`src/rtl/pipelined_adder.sv`:
```
// pipelined_adder: parametrised ripple-carry adder split into CHUNK-bit slices,
// one slice per pipeline stage, with the carry handed from stage to stage.
// A valid/ready stream handshake sits on both sides. The whole pipeline
// advances together or holds together, bubbles included.
// Optional build macro: SIGNED_OVF_EN adds a registered two's-complement
// overflow output 'ovf'.

module pipelined_adder #(
   parameter int WIDTH = 16,
   parameter int CHUNK = 4
) (
   input  logic             clk,
   input  logic             rst_n,
   input  logic             in_valid,
   output logic             in_ready,
   input  logic [WIDTH-1:0] a,
   input  logic [WIDTH-1:0] b,
   input  logic             c_in,
   output logic             out_valid,
   input  logic             out_ready,
   output logic [WIDTH-1:0] s,
`ifdef SIGNED_OVF_EN
   output logic             ovf,
`endif
   output logic             c_out
);

   localparam int STAGES = (WIDTH / CHUNK < 1) ? 1 : WIDTH / CHUNK;

   // Global advance enable: the last stage is free, or it is being drained.
   logic en;

   // Per-stage state. Each stage keeps the full operand words so that the
   // upper, not-yet-added slices (and the sign bits) travel with the data.
   logic [STAGES-1:0] valid_q, valid_d;
   logic [STAGES-1:0] carry_q, carry_d;
   logic [WIDTH-1:0]  sum_q [STAGES];
   logic [WIDTH-1:0]  sum_d [STAGES];
   logic [WIDTH-1:0]  aOp_q [STAGES];
   logic [WIDTH-1:0]  aOp_d [STAGES];
   logic [WIDTH-1:0]  bOp_q [STAGES];
   logic [WIDTH-1:0]  bOp_d [STAGES];

   // Scratch value for one slice addition, including its carry out.
   logic [CHUNK:0] sliceSum;

`ifdef SIGNED_OVF_EN
   logic ovf_q, ovf_d;
`endif

   // Handshake: in_ready depends only on out_valid and out_ready.
   always_comb begin
      en       = !valid_q[STAGES-1] || out_ready;
      in_ready = en;
   end

   // Next-state for every stage: each adds its own slice to the carry from
   // the stage before and passes the lower sum slices and operands along.
   // Data loads unconditionally on advance, so bubbles carry don't-care data.
   always_comb begin
      sliceSum   = '0;
      valid_d    = '0;
      carry_d    = '0;
      sliceSum   = {1'b0, a[CHUNK-1:0]} + {1'b0, b[CHUNK-1:0]}
                 + {{CHUNK{1'b0}}, c_in};
      valid_d[0] = in_valid && in_ready;
      carry_d[0] = sliceSum[CHUNK];
      sum_d[0]   = '0;
      sum_d[0][CHUNK-1:0] = sliceSum[CHUNK-1:0];
      aOp_d[0]   = a;
      bOp_d[0]   = b;
      for (int k = 1; k < STAGES; k++) begin
         sliceSum   = {1'b0, aOp_q[k-1][k*CHUNK +: CHUNK]}
                    + {1'b0, bOp_q[k-1][k*CHUNK +: CHUNK]}
                    + {{CHUNK{1'b0}}, carry_q[k-1]};
         valid_d[k] = valid_q[k-1];
         carry_d[k] = sliceSum[CHUNK];
         sum_d[k]   = sum_q[k-1];
         sum_d[k][k*CHUNK +: CHUNK] = sliceSum[CHUNK-1:0];
         aOp_d[k]   = aOp_q[k-1];
         bOp_d[k]   = bOp_q[k-1];
      end
   end

`ifdef SIGNED_OVF_EN
   // Overflow is formed from the sign bits as they enter the last stage,
   // so it lines up with the final sum.
   always_comb begin
      ovf_d = (aOp_d[STAGES-1][WIDTH-1] == bOp_d[STAGES-1][WIDTH-1])
           && (sum_d[STAGES-1][WIDTH-1] != aOp_d[STAGES-1][WIDTH-1]);
   end
`endif

   // Pipeline registers: clear on reset, advance together when enabled,
   // otherwise every stage (including bubbles) holds.
   always_ff @(posedge clk or negedge rst_n) begin
      if (!rst_n) begin
         valid_q <= '0;
         carry_q <= '0;
         for (int k = 0; k < STAGES; k++) begin
            sum_q[k] <= '0;
            aOp_q[k] <= '0;
            bOp_q[k] <= '0;
         end
      end else if (en) begin
         valid_q <= valid_d;
         carry_q <= carry_d;
         for (int k = 0; k < STAGES; k++) begin
            sum_q[k] <= sum_d[k];
            aOp_q[k] <= aOp_d[k];
            bOp_q[k] <= bOp_d[k];
         end
      end
   end

`ifdef SIGNED_OVF_EN
   // Overflow flag register, advancing in step with the last stage.
   always_ff @(posedge clk or negedge rst_n) begin
      if (!rst_n) begin
         ovf_q <= 1'b0;
      end else if (en) begin
         ovf_q <= ovf_d;
      end
   end

   assign ovf = ovf_q;
`endif

   // The outputs are the last stage's registers, which hold while stalled.
   always_comb begin
      out_valid = valid_q[STAGES-1];
      s         = sum_q[STAGES-1];
      c_out     = carry_q[STAGES-1];
   end

endmodule

```
`config.mk`:
```
export PLATFORM = sky130hd
export DESIGN_NAME = pipelined_adder
export DESIGN_NICKNAME = d
export VERILOG_FILES = /design/src/rtl/pipelined_adder.sv
export SDC_FILE = /design/constraint.sdc
export NUM_CORES = 1
export LEC_CHECK = 0
export CAP_MARGIN = 40
export CELL_PAD_IN_SITES_DETAIL_PLACEMENT = 0
export CELL_PAD_IN_SITES_GLOBAL_PLACEMENT = 1
export CORE_MARGIN = 4
export CORE_UTILIZATION = 38
export CTS_CLUSTER_DIAMETER = 120
export DETAILED_ROUTE_END_ITERATION = 8
export PLACE_DENSITY = 0.77
export SYNTH_ARGS = -nofsm -noshare
export SYNTH_HDL_FRONTEND = slang
export SYNTH_SLANG_ARGS = --single-unit
```
`constraint.sdc`:
```
create_clock -name clk -period 1.6 [get_ports clk]
set_input_delay 0.24 -clock clk [delete_from_list [all_inputs] [get_ports clk]]
set_output_delay 0.24 -clock clk [all_outputs]
set_load 0.02 [all_outputs]
```
==> summary.txt, run 1 <==
Synth
  – Number of synthesized register bits: 96
  – Post-Syn Area: 0.00413 mm²
  – Yosys warns: 0
  – Register area share after synthesis: 58.2%
  – Unique masters post-synth: 19
  – Syn_nets: 499
  – Mean post-synth cell area: 9.34 µm²
  – Mapped Cells: 442

Power
  – Peak VDD IR: 0.753 mV
  – Cell Pwr Density: 1820 mW/mm²
  – Design Power: 9330 µW
  – LEAKAGE: 0.00268 µW

Worst setup path
  – Worst Setup Start Kind: flip-flop
  – Crit Path Category: flip-flop to flip-flop
  – CP endpoint kind: flip-flop
  – Crit path arrival time: 1.88 ns
  – Maximum fanout along the worst path: 2
  – WP data required: 1.85 ns

Timing
  – Unrepaired setup endpoints after global routing: yes
  – Highest clock rate: 0.613 GHz
  – Final min period: 1.63 ns
  – Crit share post-route: 102%
  – Final slew viol count: 0
  – Clock Skew: 0.0109 ns
  – Setup_tns: -0.0327 ns
  – Slew margin rel.: 74.2%
  – Final setup fails: 2
  – Worst Max-Slew Pin Slew: 0.388 ns
  – Setup ws final: -0.0314 ns
  – Hold_ws: 0.331 ns
  – Final Hold Vio Count: 0

Route
  – ANT nets after route: 0
  – DR WL/cell: 11.6 µm
  – Residual DRC: 0
  – Via count: 2,898
  – Routed vias/inst: 4.49
  – Iteration-0 DRC Markers: 152
  – Pre-antenna DRT Iters: 4
  – Final WL: 7530 µm

Finish
  – Layout cells sized above 1: 9.02%
  – Most frequent cells in the layout: nand2_1, dfrtp_1, clkdlybuf4s50_1
  – Area Growth Syn to Fin: 24.3%
  – Final net count: 562
  – ANT cells: 0
  – Non-filler cells, final: 646
  – Commonest non-fill, non-tap cell in the layout: nand2_1

Floorplanning
  – Die area: 0.0126 mm²
  – Starting Density: 39.5%
  – FP Rows: 37
  – Die extent in y: 112 µm
  – Die width: 112 µm
  – Number of I/O pins: 56
  – Core area: 0.0105 mm²

Place
  – RD Place Congestion: 0.727
  – Port-buffer cells: 55
  – Inst Count DP: 625
  – Post-placement setup slack: -0.252 ns
  – DP HPWL: 5390 µm

Outcome
  – Status: finished with violations
  – Violations in the final reports: negative setup slack

Global route
  – Total global-route track usage: 12.7%
  – Pin count of the biggest net entering global routing: 49
  – Vias in the first global route: 2,952
  – GRT overflow: 0
  – Global-route wire length before repair: 13,400 µm
  – Initial antenna violation count: 0

Clock tree
  – CTS sink cnt: 96
  – Clock slew at reported path FFs: 0.10 ns
  – Clock Path Buffers: 2
  – Htree depth: 3
  – Clock root cell: clkbuf_8
  – CTS buffer count: 9
  – CTS tree: yes
  – Worst skew pair latency: 0.36 ns

Min path
  – Hold crit path type: input port to async pin

Job
  – Max-Cap Viols: 0
==> synth_stat cells <==
library cell,count,area share [%]
dfrtp_1,96,58
inv_2,1,0.091
nor2b_4,1,0.33
a21o_1,5,0.91
nand2b_1,1,0.15
xnor2_1,1,0.21
nor2_1,13,1.2
a21oi_1,15,1.8
nor2b_1,3,0.45
buf_6,9,2.5
inv_1,9,0.82
fa_1,8,3.9
nand2_1,237,22
buf_4,2,0.36
ha_1,12,3.6
buf_2,4,0.48
o21ai_0,12,1.5
clkbuf_1,6,0.55
xor2_1,7,1.5
==> report_power, final <==
group | internal [µW] | switching, µW | leakage (µW)
Sequential | 3480 | 593 | 0.00116
Clock | 597 | 897 | 0.0000899
Combinational | 1740 | 2020 | 0.00144
Total | 5820 | 3510 | 0.00268
==> repair_timing <==
| action | in CTS | in global routing |
|---|---|---|
| endpoints found under the setup margin | 9 | 16 |
| buffers inserted | 2 | 2 |
| hold endpoints to repair | 26 | 0 |
| hold buffers | 1 | 0 |
| gates resized for setup | 10 | 15 |
| pin swaps | 2 | 5 |
==> layer usage <==
layer,part of all wire [%],wire [µm],up-vias,global-route usage (%)
met5,0,0,-,0
met4,1.6,122,0,4.81
met3,3.7,277,11,2.37
met2,46,3470,42,20.8
met1,49,3650,1359,17.0
li1,-,-,1486,-
==> cell type report <==
cell class / count / area [µm²]
timing repair buffer: 73 / 769
sequential: 96 / 2400
clock buffer: 9 / 124
fill: 1055 / 5330
clock inverter: 7 / 63.8
tap: 136 / 170
multi-input combinational: 315 / 1560
inverter: 10 / 40.0
==> path summary, 6_finish.rpt <==
| check | from | to | slack, ns | depth (start not counted) |
|---|---|---|---|---|
| max in group asynchronous | rst_n | sum_d[21]$_DFFE_PN0N_ | 0.73 | 3 |
| hold / removal | rst_n | s[5]$_DFFE_PN0N_ | 0.33 | 2 |
| hold reg to reg | valid_q[2]$_DFFE_PN0N_ | valid_q[2]$_DFFE_PN0N_ | 0.47 | 2 |
| setup / recovery | carry_q[2]$_DFFE_PN0N_ | carry_q[3]$_DFFE_PN0N_ | -0.03 | 5 |
| setup reg to reg | carry_q[2]$_DFFE_PN0N_ | carry_q[3]$_DFFE_PN0N_ | -0.03 | 5 |
| min in group clk | a[13] | aOp_d[45]$_DFFE_PN0N_ | 0.40 | 3 |
==> worst max-delay path: stages, from the launching register on <==
cell	delay (ns)
dfrtp_1	0.41
fa_2	0.41
fa_2	0.36
a21o_1	0.17
a21oi_2	0.11
a21oi_1	0.07
==> registers in the layout, indices dropped and copies added (netlist names) <==
| signal | cells |
|---|---|
| s | 16 |
| sum_d | 24 |
| valid_q | 4 |
| aOp_d | 24 |
| bOp_d | 24 |
| carry_q | 4 |
==> cell families after synthesis <==
family / after synthesis / synth area share [%]
AND/OR/NAND/NOR: 255 / 23.7
flip-flops: 96 / 58.2
AO/OA/AOI/OAI: 32 / 4.18
buffers and inverters: 31 / 4.76
adder cells (fa/ha/maj): 20 / 7.51
XOR/XNOR: 8 / 1.70
==> through the flow <==
step	utilization, %	cell area, µm²
2_1_floorplan	-	4130
4_1_cts	48.6	5080
3_5_place_dp	46.4	4850
5_1_grt	49.1	5130
3_3_place_gp	46.4	4850
6_report	49.1	5130
Power figures use the tool's default switching activity.
==> run 2: changes to the inputs <==
CTS_CLUSTER_DIAMETER = 200   (was 120)
clock period = 1.5 ns   (was 1.6 ns; I/O delays follow)
==> run 2 against run 1 <==
Effect of this change:
- the run still ends with negative setup slack left
- non-clock buffer count shrank 2
- count of clock-buffer cells in the layout grew 1
- core utilization grew 0.32 points
- first-iteration DRC count shrank 46%
- worst setup slack lost 0.12 ns
- via count grew 0.17%
- wire length grew 1.5%
- register-to-register slack lost 0.12 ns
- total power grew 10%
- critical path type unchanged
==> summary.txt, run 2 (same netlist as run 1, synthesis figures left out) <==
Timing
  – Highest clock rate: 0.604 GHz
  – Crit share post-route: 110%
  – Final Hold Vio Count: 0
  – Final slew viol count: 0
  – Slew margin rel.: 83.4%
  – Final setup fails: 5
  – Clock Skew: 0.0165 ns
  – Worst Max-Slew Pin Slew: 0.249 ns
  – Unrepaired setup endpoints after global routing: yes
  – Final min period: 1.65 ns
  – Setup_tns: -0.351 ns
  – Setup ws final: -0.155 ns

Floorplanning
  – Starting Density: 39.5%
  – Number of I/O pins: 56
  – FP Rows: 37
  – Die area: 0.0126 mm²
  – Die width: 112 µm
  – Die extent in y: 112 µm
  – Core area: 0.0105 mm²

Global route
  – GRT overflow: 0
  – Vias in the first global route: 2,978
  – Global-route wire length before repair: 13,500 µm
  – Total global-route track usage: 13.0%
  – Initial antenna violation count: 0
  – Pin count of the biggest net entering global routing: 61

Finish
  – ANT cells: 0
  – FILL cells: 1,066
  – Commonest non-fill, non-tap cell in the layout: nand2_1
  – Area Growth Syn to Fin: 25.1%
  – Final net count: 560
  – Most frequent cells in the layout: nand2_1, dfrtp_1, clkdlybuf4s50_1
  – Layout cells sized above 1: 9.86%
  – Non-filler cells, final: 643

Worst setup path
  – CP endpoint kind: flip-flop
  – WP data required: 1.74 ns
  – Crit Path Category: flip-flop to flip-flop
  – Maximum fanout along the worst path: 2
  – Crit path arrival time: 1.89 ns
  – Worst Setup Start Kind: flip-flop

Route
  – Final WL: 7640 µm
  – Pre-antenna DRT Iters: 4
  – Via count: 2,903
  – Residual DRC: 0
  – Iteration-0 DRC Markers: 82
  – ANT nets after route: 0
  – Routed vias/inst: 4.51
  – DR WL/cell: 11.9 µm

Outcome
  – Violations in the final reports: negative setup slack
  – Status: finished with violations

Job
  – Max-Cap Viols: 0

Min path
  – Hold crit path type: input port to async pin

Power
  – Peak VDD IR: 0.776 mV
  – Sw Share: 35.6%
  – Psw: 3660 µW
  – Cell Pwr Density: 1990 mW/mm²
  – LEAKAGE: 0.00267 µW
  – Clock power frac: 19.6%
  – Sequential power share: 42.4%
  – Combinational Power Share: 38.0%
  – Internal: 6610 µW

Place
  – RD Place Congestion: 0.726
  – DP HPWL: 5390 µm
  – Inst Count DP: 624
  – Port-buffer cells: 55

Clock tree
  – Worst skew pair latency: 0.36 ns
  – Clock root cell: clkbuf_8
  – CTS tree: yes
  – Clock Path Buffers: 2
  – Clock slew at reported path FFs: 0.09 ns
  – CTS buffer count: 9
  – Htree depth: 3
  – CTS sink cnt: 96
[run 2: cell type report]
| cell class | count | area [µm²] | area share, % |
|---|---|---|---|
| clock buffer | 10 | 138 | 2.66 |
| inverter | 10 | 37.5 | 0.727 |
| timing repair buffer | 71 | 737 | 14.3 |
| sequential | 96 | 2400 | 46.5 |
| clock inverter | 5 | 104 | 2.01 |
| tap | 136 | 170 | 3.29 |
| multi-input combinational | 315 | 1580 | 30.5 |
[run 2: repair_timing]
action,CTS,global route
gates resized for setup,28,12
gates cloned,0,0
buffers inserted,2,1
pin swaps,5,9
hold buffers,1,0
endpoints found under the hold margin,38,0
setup endpoints to repair,31,16
[run 2: per-stage QoR]
| stage | cell area [µm²] | setup slack (ns) | hold WS [ns] | util, % | total power, µW |
|---|---|---|---|---|---|
| finish | 5170 | -0.155 | 0.267 | 49.4 | 10300 |
| global route | 5170 | -0.202 | 0.284 | 49.4 | 11200 |
| CTS | 5140 | -0.178 | 0.257 | 49.1 | 10300 |
| detailed placement | 4870 | -0.331 | 0.0977 | 46.5 | 8330 |
| global placement | 4870 | -0.302 | 0.0948 | 46.5 | 8210 |
| floorplan | 4130 | -0.110 | -0.0706 | - | 6940 |
[run 2: critical path, cell delays in order, from the launching register on]
cell and delay [ns]:
dfrtp_1 0.41, fa_2 0.42, fa_2 0.36, a21o_1 0.17
a21oi_2 0.13, a21oi_2 0.06
[run 2: per-layer routing]
| metal | vias to the layer above | part of all wire (%) | GRT usage, % |
|---|---|---|---|
| met4 | 0 | 1.6 | 5.05 |
| li1 | 1475 | - | - |
| met5 | - | 0 | 0 |
| met1 | 1365 | 48 | 17.5 |
| met2 | 51 | 47 | 20.9 |
| met3 | 12 | 3.5 | 2.43 |
[run 2: final timing paths]
path                                       startpoint                      to  slack [ns]  depth (start not counted)
min in group clk                                b[13]   bOp_d[45]$_DFFE_PN0N_        0.39                          3
max in group asynchronous                       rst_n   bOp_d[28]$_DFFE_PN0N_        0.74                          3
worst max-delay path            bOp_d[12]$_DFFE_PN0N_  carry_q[3]$_DFFE_PN0N_       -0.15                          5
worst min register to register      s[12]$_DFFE_PN0N_       s[12]$_DFFE_PN0N_        0.46                          2
worst max register to register  bOp_d[12]$_DFFE_PN0N_  carry_q[3]$_DFFE_PN0N_       -0.15                          5
worst min-delay path                            rst_n        s[5]$_DFFE_PN0N_        0.27                          2
[run 2: power groups by stage]
| stage | sequential (µW) | clock [µW] | combinational (µW) |
|---|---|---|---|
| 2_1_floorplan | 4560 | 0 | 2380 |
| 3_3_place_gp | 4390 | 0 | 3820 |
| 3_5_place_dp | 4430 | 0 | 3900 |
| 4_1_cts | 4380 | 2050 | 3900 |
| 5_1_grt | 4520 | 2160 | 4490 |
| 6_report | 4360 | 2010 | 3900 |
